`src/rtl/mmio_periph_pkg.sv`:
```
// Shared constants and types for the memory-mapped peripheral block.
package mmio_periph_pkg;

  localparam int unsigned DATA_W = 32;
  localparam int unsigned OFF_W  = 4;

  // Word offsets, addr[5:2]
  localparam logic [OFF_W-1:0] OFF_TH     = 4'h0;
  localparam logic [OFF_W-1:0] OFF_TL     = 4'h1;
  localparam logic [OFF_W-1:0] OFF_TCON   = 4'h2;
  localparam logic [OFF_W-1:0] OFF_LED    = 4'h3;
  localparam logic [OFF_W-1:0] OFF_SWITCH = 4'h4;
  localparam logic [OFF_W-1:0] OFF_DIGI   = 4'h5;
  localparam logic [OFF_W-1:0] OFF_TXD    = 4'h6;
  localparam logic [OFF_W-1:0] OFF_RXD    = 4'h7;
  localparam logic [OFF_W-1:0] OFF_UCON   = 4'h8;

  localparam int unsigned TCON_EN = 0;
  localparam int unsigned TCON_IE = 1;
  localparam int unsigned TCON_ST = 2;

  localparam int unsigned UCON_TX_BUSY  = 0;
  localparam int unsigned UCON_RX_VALID = 1;
  localparam int unsigned UCON_OVR      = 2;

  localparam logic [11:0] DIGI_RESET = 12'hFFF;

  typedef struct packed {
    logic overrun;
    logic rx_valid;
    logic tx_busy;
  } ucon_t;

  typedef enum logic [1:0] {TX_IDLE, TX_START, TX_DATA, TX_STOP} tx_state_t;
  typedef enum logic [1:0] {RX_IDLE, RX_START, RX_DATA, RX_STOP} rx_state_t;

endpackage

```
`src/rtl/mmio_periph_uart_core.sv`:
```
// 8N1 UART: baud counters, TX/RX FSMs, input synchroniser and status handshakes.
module uart_core
  import mmio_periph_pkg::*;
#(
  parameter int unsigned BAUD_DIV = 5208
) (
  input  logic       clk,
  input  logic       reset,
  input  logic       tx_start,
  input  logic [7:0] tx_data,
  input  logic       rx_ack,
  input  logic       ovr_clr,
  input  logic       uart_rx,
  output logic       uart_tx,
  output logic       tx_busy,
  output logic [7:0] rx_data,
  output logic       rx_valid,
  output logic       rx_overrun
);

  localparam int unsigned CNT_W = $clog2(BAUD_DIV + 1);
  localparam logic [CNT_W-1:0] BIT_LAST  = CNT_W'(BAUD_DIV - 1);
  localparam logic [CNT_W-1:0] HALF_LAST = CNT_W'(BAUD_DIV / 2 - 1);

  tx_state_t        tx_state, tx_state_n;
  logic [CNT_W-1:0] tx_cnt, tx_cnt_n;
  logic [2:0]       tx_bit, tx_bit_n;
  logic [7:0]       tx_shift, tx_shift_n;
  logic             tx_line_n, tx_busy_n;

  rx_state_t        rx_state, rx_state_n;
  logic [CNT_W-1:0] rx_cnt, rx_cnt_n;
  logic [2:0]       rx_bit, rx_bit_n;
  logic [7:0]       rx_shift, rx_shift_n;
  logic [7:0]       rx_data_n;
  logic             rx_valid_n, rx_overrun_n;
  logic             rx_s1, rx_s2, rx_prev;

  always_ff @(posedge clk or negedge reset) begin
    if (!reset) begin
      tx_state <= TX_IDLE;
      tx_cnt   <= '0;
      tx_bit   <= '0;
      tx_shift <= '0;
      uart_tx  <= 1'b1;
      tx_busy  <= 1'b0;
    end else begin
      tx_state <= tx_state_n;
      tx_cnt   <= tx_cnt_n;
      tx_bit   <= tx_bit_n;
      tx_shift <= tx_shift_n;
      uart_tx  <= tx_line_n;
      tx_busy  <= tx_busy_n;
    end
  end

  // TX: the line value for the next bit is registered together with the state
  always_comb begin
    tx_state_n = tx_state;
    tx_cnt_n   = tx_cnt + CNT_W'(1);
    tx_bit_n   = tx_bit;
    tx_shift_n = tx_shift;
    tx_line_n  = uart_tx;
    case (tx_state)
      TX_IDLE: begin
        tx_cnt_n  = '0;
        tx_line_n = 1'b1;
        if (tx_start) begin
          tx_state_n = TX_START;
          tx_shift_n = tx_data;
          tx_line_n  = 1'b0;
        end
      end
      TX_START: begin
        if (tx_cnt == BIT_LAST) begin
          tx_state_n = TX_DATA;
          tx_cnt_n   = '0;
          tx_bit_n   = '0;
          tx_line_n  = tx_shift[0];
        end
      end
      TX_DATA: begin
        if (tx_cnt == BIT_LAST) begin
          tx_cnt_n = '0;
          if (tx_bit == 3'd7) begin
            tx_state_n = TX_STOP;
            tx_line_n  = 1'b1;
          end else begin
            tx_bit_n   = tx_bit + 3'd1;
            tx_shift_n = {1'b0, tx_shift[7:1]};
            tx_line_n  = tx_shift[1];
          end
        end
      end
      TX_STOP: begin
        if (tx_cnt == BIT_LAST) begin
          tx_state_n = TX_IDLE;
          tx_cnt_n   = '0;
        end
      end
      default: begin
        tx_state_n = TX_IDLE;
        tx_cnt_n   = '0;
        tx_line_n  = 1'b1;
      end
    endcase
    tx_busy_n = (tx_state_n != TX_IDLE);
  end

  always_ff @(posedge clk or negedge reset) begin
    if (!reset) begin
      rx_s1      <= 1'b1;
      rx_s2      <= 1'b1;
      rx_prev    <= 1'b1;
      rx_state   <= RX_IDLE;
      rx_cnt     <= '0;
      rx_bit     <= '0;
      rx_shift   <= '0;
      rx_data    <= '0;
      rx_valid   <= 1'b0;
      rx_overrun <= 1'b0;
    end else begin
      rx_s1      <= uart_rx;
      rx_s2      <= rx_s1;
      rx_prev    <= rx_s2;
      rx_state   <= rx_state_n;
      rx_cnt     <= rx_cnt_n;
      rx_bit     <= rx_bit_n;
      rx_shift   <= rx_shift_n;
      rx_data    <= rx_data_n;
      rx_valid   <= rx_valid_n;
      rx_overrun <= rx_overrun_n;
    end
  end

  // RX: start bit re-checked at half a bit, later bits sampled at their centres
  always_comb begin
    logic byte_done;
    byte_done    = 1'b0;
    rx_state_n   = rx_state;
    rx_cnt_n     = rx_cnt + CNT_W'(1);
    rx_bit_n     = rx_bit;
    rx_shift_n   = rx_shift;
    case (rx_state)
      RX_IDLE: begin
        rx_cnt_n = '0;
        if (rx_prev && !rx_s2) rx_state_n = RX_START;
      end
      RX_START: begin
        if (rx_cnt == HALF_LAST) begin
          rx_cnt_n   = '0;
          rx_bit_n   = '0;
          rx_state_n = rx_s2 ? RX_IDLE : RX_DATA;
        end
      end
      RX_DATA: begin
        if (rx_cnt == BIT_LAST) begin
          rx_cnt_n   = '0;
          rx_shift_n = {rx_s2, rx_shift[7:1]};
          if (rx_bit == 3'd7) rx_state_n = RX_STOP;
          else                rx_bit_n   = rx_bit + 3'd1;
        end
      end
      RX_STOP: begin
        if (rx_cnt == BIT_LAST) begin
          rx_cnt_n   = '0;
          rx_state_n = RX_IDLE;
          byte_done  = rx_s2;
        end
      end
      default: begin
        rx_state_n = RX_IDLE;
        rx_cnt_n   = '0;
      end
    endcase

    rx_data_n    = rx_data;
    rx_valid_n   = rx_valid & ~rx_ack;
    rx_overrun_n = rx_overrun & ~ovr_clr;
    if (byte_done) begin
      rx_data_n  = rx_shift;
      rx_valid_n = 1'b1;
      if (rx_valid) rx_overrun_n = 1'b1;
    end
  end

endmodule

```
`src/rtl/mmio_periph.sv`:
```
// Memory-mapped peripheral: timer, LED/switch/7-seg registers, UART, combinational read mux.
module mmio_periph
  import mmio_periph_pkg::*;
#(
  parameter int unsigned BAUD_DIV = 5208
) (
  input  logic              reset,
  input  logic              clk,
  input  logic              rd,
  input  logic              wr,
  input  logic [DATA_W-1:0] addr,
  input  logic [DATA_W-1:0] wdata,
  output logic [DATA_W-1:0] rdata,
  input  logic              pc_kernel,
  output logic              irq,
  input  logic [7:0]        switch,
  output logic [7:0]        led,
  output logic [11:0]       digi,
  input  logic              uart_rx,
  output logic              uart_tx
);

  logic [OFF_W-1:0]  off;
  logic [DATA_W-1:0] th, tl, rd_mux;
  logic [2:0]        tcon;
  logic              wr_th, wr_tl, wr_tcon, ovf, ovf_set;
  logic              tx_busy, rx_valid, rx_overrun;
  logic [7:0]        rx_data;
  ucon_t             ucon_c;
  logic              unused_addr_bits;

  assign off              = addr[5:2];
  assign unused_addr_bits = ^{addr[31:6], addr[1:0]};

  assign wr_th   = wr && (off == OFF_TH);
  assign wr_tl   = wr && (off == OFF_TL);
  assign wr_tcon = wr && (off == OFF_TCON);
  assign ovf     = tcon[TCON_EN] && (tl == '1);
  assign ovf_set = ovf && tcon[TCON_IE];

  assign irq = tcon[TCON_ST] & tcon[TCON_IE] & ~pc_kernel;

  // Timer and board registers; software writes take priority over reload
  always_ff @(posedge clk or negedge reset) begin
    if (!reset) begin
      th   <= '0;
      tl   <= '0;
      tcon <= '0;
      led  <= '0;
      digi <= DIGI_RESET;
    end else begin
      if (wr_th) th <= wdata;
      if (wr_tl)                tl <= wdata;
      else if (ovf)             tl <= th;
      else if (tcon[TCON_EN])   tl <= tl + 32'd1;
      if (wr_tcon)      tcon <= {wdata[TCON_ST] | ovf_set, wdata[1:0]};
      else if (ovf_set) tcon[TCON_ST] <= 1'b1;
      if (wr && (off == OFF_LED))  led  <= wdata[7:0];
      if (wr && (off == OFF_DIGI)) digi <= wdata[11:0];
    end
  end

  assign ucon_c = '{overrun: rx_overrun, rx_valid: rx_valid, tx_busy: tx_busy};

  always_comb begin
    rd_mux = '0;
    case (off)
      OFF_TH:     rd_mux = th;
      OFF_TL:     rd_mux = tl;
      OFF_TCON:   rd_mux = DATA_W'(tcon);
      OFF_LED:    rd_mux = DATA_W'(led);
      OFF_SWITCH: rd_mux = DATA_W'(switch);
      OFF_DIGI:   rd_mux = DATA_W'(digi);
      OFF_RXD:    rd_mux = DATA_W'(rx_data);
      OFF_UCON:   rd_mux = DATA_W'(ucon_c);
      default:    rd_mux = '0;
    endcase
    rdata = rd ? rd_mux : '0;
  end

  uart_core #(.BAUD_DIV(BAUD_DIV)) u_uart (
    .clk        (clk),
    .reset      (reset),
    .tx_start   (wr && (off == OFF_TXD) && !tx_busy),
    .tx_data    (wdata[7:0]),
    .rx_ack     (rd && (off == OFF_RXD)),
    .ovr_clr    (wr && (off == OFF_UCON) && wdata[UCON_OVR]),
    .uart_rx    (uart_rx),
    .uart_tx    (uart_tx),
    .tx_busy    (tx_busy),
    .rx_data    (rx_data),
    .rx_valid   (rx_valid),
    .rx_overrun (rx_overrun)
  );

endmodule
```
`config.mk`:
```
export PLATFORM = sky130hd
export DESIGN_NAME = mmio_periph
export DESIGN_NICKNAME = d
export VERILOG_FILES = /design/src/rtl/mmio_periph_pkg.sv /design/src/rtl/mmio_periph_uart_core.sv /design/src/rtl/mmio_periph.sv
export SDC_FILE = /design/constraint.sdc
export NUM_CORES = 1
export LEC_CHECK = 0
export BUFFER_PORTS_ARGS = -buffer_cell sky130_fd_sc_hd__buf_4
export CAP_MARGIN = 0
export CORE_MARGIN = 8
export CORE_UTILIZATION = 57
export DETAILED_ROUTE_END_ITERATION = 7
export PLACE_DENSITY = 0.85
export SLEW_MARGIN = 20
export SYNTH_ARGS = -nofsm -noshare
export SYNTH_HDL_FRONTEND = slang
export SYNTH_SLANG_ARGS = --single-unit
```
`constraint.sdc`:
```
create_clock -name clk -period 2.86 [get_ports clk]
set_clock_uncertainty 0.1 [all_clocks]
set_input_delay 0.286 -clock clk [delete_from_list [all_inputs] [get_ports clk]]
set_output_delay 0.286 -clock clk [all_outputs]
set_load 0.05 [all_outputs]
```
# After elaboration in Yosys (flattened, before gate mapping)
# Index checks and enable logic that the tools add are counted.
[totals] regBits=154 latchBits=0 ramBits=0 rom_bits=0 input_bits=78 elab_cells=145 mem_count=0
[classes] addsub=5 n_mul=0 div=0 magnitude_cmp=0 n_eq_ne=30 shifts=0 muxes=47 bitwise=8 reduce_logical=33
[ops] cell="32-bit case mux with 8 select lines" count=1
[ops] cell="32-bit 2-to-1 mux" count=4
[ops] cell="13-bit 2-to-1 mux" count=3
[ops] cell="13-bit case mux with 3 select lines" count=1
[ops] cell="32-bit by 1-bit adder with 32-bit output, second input constant" count=1
[ops] cell="32-bit == test, second input constant" count=1
[ops] cell="13-bit by 1-bit adder with 13-bit output, second input constant" count=2
[ops] cell="13-bit == test, second input constant" count=2
[ops] cell="13-bit case mux with 2 select lines" count=1
[ops] cell="8-bit 2-to-1 mux" count=3
[ops] cell="2-bit 2-to-1 mux" count=11
[ops] cell="3-bit 2-to-1 mux" count=6
[ops] cell="4-bit by 3-bit == test with 1-bit output, second input constant" count=4
[ops] cell="2-bit by 1-bit != test with 1-bit output, second input constant" count=8
[ops] cell="2-bit case mux with 4 select lines" count=2
[ops] cell="8-bit case mux with 2 select lines" count=1
[ops] cell="13-bit by 12-bit == test with 1-bit output, second input constant" count=1
[ops] cell="1-bit logical AND" count=13
[ops] cell="3-bit case mux with 2 select lines" count=2
[ops] cell="4-bit AND reduction" count=3
[ops] cell="1-bit 2-to-1 mux" count=11
[ops] cell="2-bit nonzero test" count=5
[ops] cell="2-bit == test, second input constant" count=4
[ops] cell="4-bit by 2-bit == test with 1-bit output, second input constant" count=2
[ops] cell="other kinds (19)" count=31

# Longest topological paths before layout
# Gate-level depths: netlist (run 1).
[depth] word_depth=7 mapped_depth=9 ltp_nobuf=7

# Cells and area by module
# From an unflattened synthesis (run 1), not the netlist that was laid out.
[hier_totals] hier_cells=833 area_unflattened_um2=8558.2
[by_module_without_submodules] module="mmio_periph" n_inst=1 cells_each=547 area_per_inst_um2=5302.6 seq_area_each_um2=2192.1
[by_module_without_submodules] module="uart_core" n_inst=1 cells_each=286 area_per_inst_um2=3255.6 seq_area_each_um2=1681.6

# Worst setup path before layout (run 1)
# No wires, ideal clock.
[synth_path] path_type="in2out" start="input port addr[5]" end="output port rdata[6]" arrival_ns=2.183 t_required_ns=2.474 slack_ns=0.291 stages=5 path_buffers=2 cell_sequence="buf_2 > nor4b_4 > clkbuf_1 > a22oi_1 > a31oi_1"
[synth_via] elab_chain_len=3 word_cells_on_any_way=10
[synth_rtl] item="start: declaration" line_no="mmio_periph.sv:11" text="input logic [DATA_W-1:0] addr,"
[synth_rtl] item="4-bit == test (tied with other cells)" line_no="mmio_periph.sv:67" text="case (off)"
[synth_rtl] item="32-bit case mux with 8 select lines (*)" line_no="mmio_periph.sv:67"
[synth_rtl] item="32-bit 2-to-1 mux (*)" line_no="mmio_periph.sv:78" text="rdata = rd ? rd_mux : '0;"
[synth_rtl] item="end: declaration" line_no="mmio_periph.sv:13" text="output logic [DATA_W-1:0] rdata,"
# Every way passes the cells marked *; elsewhere a longest branch is shown, timed or not.

# Final worst setup path (run 1)
[layout_path] start="register u_uart.tx_cnt[0]" end="register u_uart.tx_bit[0]"
[layout_via] elab_chain_len=3 word_cells_on_any_way=4
[layout_rtl] item="start: declaration" line_no="mmio_periph_uart_core.sv:26" text="logic [CNT_W-1:0] tx_cnt, tx_cnt_n;"
[layout_rtl] item="start signal: assignment" line_no="mmio_periph_uart_core.sv:49" text="tx_cnt <= tx_cnt_n;"
[layout_rtl] item="13-bit == test (*)" line_no="mmio_periph_uart_core.sv:75, mmio_periph_uart_core.sv:83"
[layout_rtl] item="2-bit by 1-bit != test with 1-bit output (no source line)"
[layout_rtl] item="4-bit AND reduction (no source line) (*)"
[layout_rtl] item="end signal: assignment" line_no="mmio_periph_uart_core.sv:50" text="tx_bit <= tx_bit_n;"
[layout_rtl] item="end: declaration" line_no="mmio_periph_uart_core.sv:27" text="logic [2:0] tx_bit, tx_bit_n;"
# Marks and branches as above.
# A chain may end at the register's enable or synchronous reset.

==> flow_summary.ini, run 1 <==
[final_layout]
area_growth_pct = 21.9
fillCellCount = 1050
n_antenna_cell = 0
final_area_mm2 = 0.0102
final_layout_size_suffix_gt1_share_pct = 30.2
fin_nets = 1032
fin_cells = 1139

[route]
ant_nets = 0
drt-pass1-iter-count = 6
drc_errors = 0
drt-total-wl_um = 22700
drt-vias-per-instance = 6.27
wl_per_cell_um = 19.9
drt_iter0_markers = 941
num_vias = 7147

[power_and_ir_drop]
ir_drop_uv = 524
power.density_mw_per_mm2 = 672
p_clk_share_pct = 32.1
p_seq_share_pct = 45.0
p_leak_nw = 4.46
internal_power_w = 0.00454
swShare_pct = 33.8
power_frac_comb_pct = 22.9
switchingPower_w = 0.00232

[sta]
layout_min_cycle_time_ns = 2.52
hold_viol = 0
maxSlewViolCount = 0
finalSetupTns_ns = 0
grt_setup_unrepaired = false
min_period_over_period_pct = 88.2
fmax_ghz = 0.396
hold-worst-slack_ns = 0.00653
finalSetupViolCount = 0
slew_headroom_pct = 43.4
worst_slew_pin_slew_ns = 0.837

[status]
status = finished clean

[place]
postPlaceCellArea_mm2 = 0.00941
hpwl_um = 15600
dp.cells = 1086
io_buffers = 103
place_congestion = 0.910

[synthesis]
netlist_area_mm2 = 0.00837
synth.top_cell.area_share_pct = 41.3
yosys_warnings = 0
synth-main-ff-cell = dfrtp_1
yosysMostFrequentCell = dfrtp_1
synth_nets = 909
synth-async-reset-ratio_pct = 100
synth_top_area_cell = dfrtp_1
synth-edff-count = 0
synthTopCellsByArea = dfrtp_1, mux2_2, dfstp_2
ys_seq_area_share_pct = 46.3
avgSynthCellArea_um2 = 10.2
synth_cell_types = 66
ys_seq_elements = 154
syn_inst = 819
synthTopCellsByCount = dfrtp_1, mux2_2, nor2_1

[worst_setup_path]
crit_path_start_kind = flip-flop
crit_path_max_fanout = 7
crit_required_ns = 3.07
cp-end-kind = flip-flop
critPathKind = reg2reg
arrival_ns = 2.74

[global_route]
grt_pass1_vias = 7117
grt.overflow.total = 0
grt.total_usage_pct = 24.5
antenna_found_initial = 0
grt_max_degree = 58
grt_first_pass_wirelength_um = 36500

[floorplan]
ios = 132
rows = 44
dieArea_mm2 = 0.0188
die_h_um = 137
start_util_pct = 58.0
dieWidth_um = 137
core_mm2 = 0.0144

[run]
cap_violations = 0

[cts]
cts_buffers = 17
post-cts-setup-buffers = 0
cts-resized-gates = 0
cts_tree = yes
clk-insertion-delay-late_ns = 0.43
path_clk_slew_ns = 0.07
cts_max_level = 4
cts.sinks = 154
ctsHoldBuffers = 21
clk_path_buf_depth = 2
root_buffer = clkbuf_16

[hold_path]
hold_class = in2reg
critical path: stages, from the launching register on:
cell,delay (ns)
dfrtp_1,0.41
ha_1,0.26
nor4bb_1,0.41
nand3_1,0.31
nor2_1,0.34
o21ai_0,0.26
mux2_2,0.33
registers in the layout (all words and copies together) (netlist names), 2 cells and up, named ones only:
signal and cells:
u_uart.rx_shift 8, led 8, tcon 3, u_uart.tx_cnt 13
u_uart.tx_bit 3, digi 12, u_uart.rx_bit 3, u_uart.tx_shift 8
th 32, tl 32, u_uart.tx_state 2, u_uart.rx_data 8
u_uart.rx_cnt 13
power by group through the flow:
stage	clock network [W]	logic (W)	registers [W]
2_1_floorplan	0	0.000929	0.00315
3_3_place_gp	0	0.00150	0.00307
3_5_place_dp	0	0.00154	0.00309
4_1_cts	0.00221	0.00158	0.00306
5_1_grt	0.00231	0.00171	0.00314
6_report	0.00220	0.00157	0.00309
logic make-up (layout without fill, tap and decap cells):
logic type / after synthesis / after routing / share of synthesized area, %
compound gates: 178 / 178 / 14.0
xor+xnor: 39 / 39 / 4.08
fa+ha+maj: 12 / 12 / 1.79
buf+inv: 65 / 201 / 3.30
flops: 154 / 154 / 46.3
mux: 101 / 101 / 13.5
simple gates: 270 / 270 / 17.1
through the flow:
step           util (%)  total power [W]  setup slack, ns
2_1_floorplan         -          0.00408            0.291
4_1_cts            70.7          0.00685            0.385
3_5_place_dp       65.2          0.00463            0.393
5_1_grt            70.7          0.00717            0.114
3_3_place_gp       65.2          0.00456            0.532
6_report           70.7          0.00686            0.337
cells in the final DEF, fill, tap and decap left out, types with 5 or more instances in the layout:
| cell type | count |
|---|---|
| buf_4 | 128 |
| xor2_1 | 22 |
| ha_1 | 12 |
| nand4_1 | 21 |
| dfstp_2 | 16 |
| clkbuf_16 | 17 |
| nor2b_1 | 7 |
| xnor2_1 | 17 |
| a222oi_1 | 6 |
| a21oi_1 | 33 |
| o21ai_0 | 45 |
| nor3_1 | 18 |
| dlygate4sd3_1 | 21 |
| o31ai_1 | 5 |
| dfrtp_1 | 138 |
| mux2_2 | 92 |
| inv_1 | 17 |
| a22o_1 | 5 |
| nand2_1 | 50 |
| nor2_1 | 72 |
| nand3_1 | 27 |
| or3_1 | 8 |
| a22oi_1 | 42 |
| nor4_1 | 8 |
| and3_1 | 22 |
| a31oi_1 | 18 |
| mux2i_1 | 9 |
worst paths after layout:
check	startpoint	endpoint	slack, ns	depth (start not counted)
worst max-delay path	u_uart.tx_cnt[0]$_DFF_PN0_	u_uart.tx_bit[0]$_DFFE_PN0P_	0.34	6
worst min-delay path	wdata[25]	th[25]$_DFFE_PN0P_	0.007	2
worst max register to register	u_uart.tx_cnt[0]$_DFF_PN0_	u_uart.tx_bit[0]$_DFFE_PN0P_	0.34	6
worst min register to register	u_uart.rx_s1$_DFF_PN1_	u_uart.rx_s2$_DFF_PN1_	0.26	0
max in group asynchronous	reset	digi[11]$_DFFE_PN1P_	1.60	3
min in group asynchronous	reset	u_uart.rx_cnt[1]$_DFF_PN0_	0.27	2
metal layers:
layer | wire (um) | global-route usage [%]
met5 | 0 | 0
met4 | 638 | 10.1
met3 | 1840 | 5.43
met2 | 10600 | 38.0
met1 | 9610 | 32.6
area by class of cell:
class	count	area (um^2)	area share (%)
Multi-Input combinational cell	600	4230	41.4
Sequential cell	154	3870	38.0
Timing Repair Buffer	152	1220	12.0
Clock buffer	20	467	4.58
Tap cell	184	230	2.26
Clock inverter	12	115	1.13
Inverter	17	63.8	0.626
No activity file was read; power rests on OpenSTA's default activity.
==> run 2: changes to the inputs <==
--- a/config.mk
+++ b/config.mk
@@ -9,6 +9,7 @@
 export CAP_MARGIN = 0
 export CORE_MARGIN = 8
 export CORE_UTILIZATION = 57
+export CTS_BUF_LIST = sky130_fd_sc_hd__clkbuf_4 sky130_fd_sc_hd__clkbuf_8
 export DETAILED_ROUTE_END_ITERATION = 7
 export PLACE_DENSITY = 0.85
 export SLEW_MARGIN = 20
==> constraint.sdc (replaced) <==
create_clock -name clk -period 2.6 [get_ports clk]
set_clock_uncertainty 0.1 [all_clocks]
set_input_delay 0.26 -clock clk [delete_from_list [all_inputs] [get_ports clk]]
set_output_delay 0.26 -clock clk [all_outputs]
set_load 0.05 [all_outputs]
==> flow_summary.ini, run 2 (same netlist as run 1, synthesis figures left out) <==
[status]
status = finished clean

[worst_setup_path]
cp_slowest_cell = dfrtp_1
critPathTopFamily = compound AO/OA/AOI/OAI gates
r2r_setup_slack_ns = 0.24
crit_required_ns = 2.24
r2r-start = u_uart.tx_cnt[0]$_DFF_PN0_
slowest_delay_ns = 0.59
crit_path_start_kind = flip-flop
arrival_ns = 2.10
critPathKind = reg2out
cp-end-kind = primary output
crit_path_max_fanout = 12
r2r_cells = 7
worst-path-buf-inv = 1
crit_chain = a22o_1 > a222oi_1 > a31oi_1 > buf_4
r2r_end = u_uart.tx_busy$_DFF_PN0_

[hold_path]
hold_class = in2reg
hold_depth = 3
min_from = wr
holdPathEnd = u_uart.rx_overrun$_DFF_PN0_

[sta]
hold_viol = 0
slew_headroom_pct = 53.6
min_period_over_period_pct = 94.6
finalSetupViolCount = 0
finalSetupTns_ns = 0
maxSlewViolCount = 0
layout_min_cycle_time_ns = 2.46
grt_setup_unrepaired = false
fmax_ghz = 0.406
worst_slew_pin_slew_ns = 0.690

[floorplan]
dieWidth_um = 137
die_h_um = 137
core_mm2 = 0.0144
rows = 44
start_util_pct = 58.0
dieArea_mm2 = 0.0188
ios = 132

[cts]
clk_path_buf_depth = 2
post-cts-setup-buffers = 0
path_clk_slew_ns = 0.08
cts.sinks = 154
clk-insertion-delay-late_ns = 0.47
cts_tree = yes
cts_max_level = 4
cts-resized-gates = 0
cts_buffers = 17
ctsHoldBuffers = 35
root_buffer = clkbuf_8

[power_and_ir_drop]
internal_power_w = 0.00466
p_clk_share_pct = 27.8
power_frac_comb_pct = 24.7
p_leak_nw = 4.48
power.density_mw_per_mm2 = 696
p_seq_share_pct = 47.6
swShare_pct = 34.8
switchingPower_w = 0.00248
ir_drop_uv = 530

[final_layout]
reg_top3 = th (32), tl (32)
area_growth_pct = 22.5
final_common_cell = dfrtp_1
fillCellCount = 1058
fin_nets = 1051
most-common-layout-cells = dfrtp_1, buf_4, mux2_2
final_area_mm2 = 0.0103
n_antenna_cell = 0
final_layout_size_suffix_gt1_share_pct = 30.1

[global_route]
grt.overflow.total = 0
grt_max_degree = 68
grt_pass1_vias = 7301
grt.total_usage_pct = 25.6
grt_first_pass_wirelength_um = 38100
antenna_found_initial = 0

[route]
drt-vias-per-instance = 6.33
num_vias = 7333
drt-total-wl_um = 23600
drt-pass1-iter-count = 5
drt_iter0_markers = 794
wl_per_cell_um = 20.4
drc_errors = 0
ant_nets = 0

[place]
place_congestion = 0.915
io_buffers = 103
postPlaceCellArea_mm2 = 0.00947
hpwl_um = 15900

[run]
cap_violations = 0
## run 2: per-layer routing
layer  up-vias  track usage, %  part of all wire (%)
met4         0            9.60                   2.3
met3        46            5.84                   8.5
met5         -               0                     0
li1       3302               -                     -
met2       375            40.6                    48
met1      3610            33.6                    41
## run 2: stage by stage
step	worst slack [ns]	utilization, %	hold WS [ns]	instances	power, W
CTS	0.0892	71.1	0.0798	1158	0.00712
global route	0.0647	71.1	0.103	1158	0.00747
finish	0.139	71.1	0.102	1158	0.00714
floorplan	0.0827	-	-0.136	819	0.00448
global placement	0.373	65.7	0.199	1091	0.00502
detailed placement	0.297	65.7	0.205	1091	0.00511
## run 2: power by group through the flow
| stage | Sequential (W) | Clock (W) | Combinational, W |
|---|---|---|---|
| after floorplan | 0.00346 | 0 | 0.00102 |
| after global placement | 0.00337 | 0 | 0.00164 |
| after global routing | 0.00344 | 0.00211 | 0.00192 |
| after detailed placement | 0.00340 | 0 | 0.00171 |
| after CTS | 0.00336 | 0.00199 | 0.00176 |
| final | 0.00340 | 0.00198 | 0.00176 |
## run 2: cell type report
cell class	instances	area, um^2	share of cell area [%]
inverter	17	63.8	0.622
multi-input combinational	600	4230	41.2
clock inverter	10	143	1.39
timing repair buffer	171	1430	13.9
sequential	154	3870	37.8
clock buffer	22	290	2.83
tap	184	230	2.25
## run 2: worst register-to-register path: cells and delay by family (launching register included)
kind | cells | cell delay (ns)
AND/OR/NAND/NOR | 2 | 0.61
buffers and inverters | 1 | 0.21
adder cells (fa/ha/maj) | 1 | 0.28
AO/OA/AOI/OAI | 3 | 0.62
flip-flops | 1 | 0.42
## run 2: how the worst max path moves through the flow
stage	from	to	cells past startpoint
detailed placement	u_uart.tx_cnt[0]$_DFF_PN0_	u_uart.tx_shift[2]$_DFFE_PN0P_	6
global route	tcon[0]$_DFFE_PN0P_	rdata[0]	4
global placement	u_uart.tx_cnt[0]$_DFF_PN0_	u_uart.tx_bit[0]$_DFFE_PN0P_	6
floorplan	addr[5]	rdata[6]	5
finish	tcon[0]$_DFFE_PN0P_	rdata[0]	4
CTS	tcon[0]$_DFFE_PN0P_	rdata[0]	4
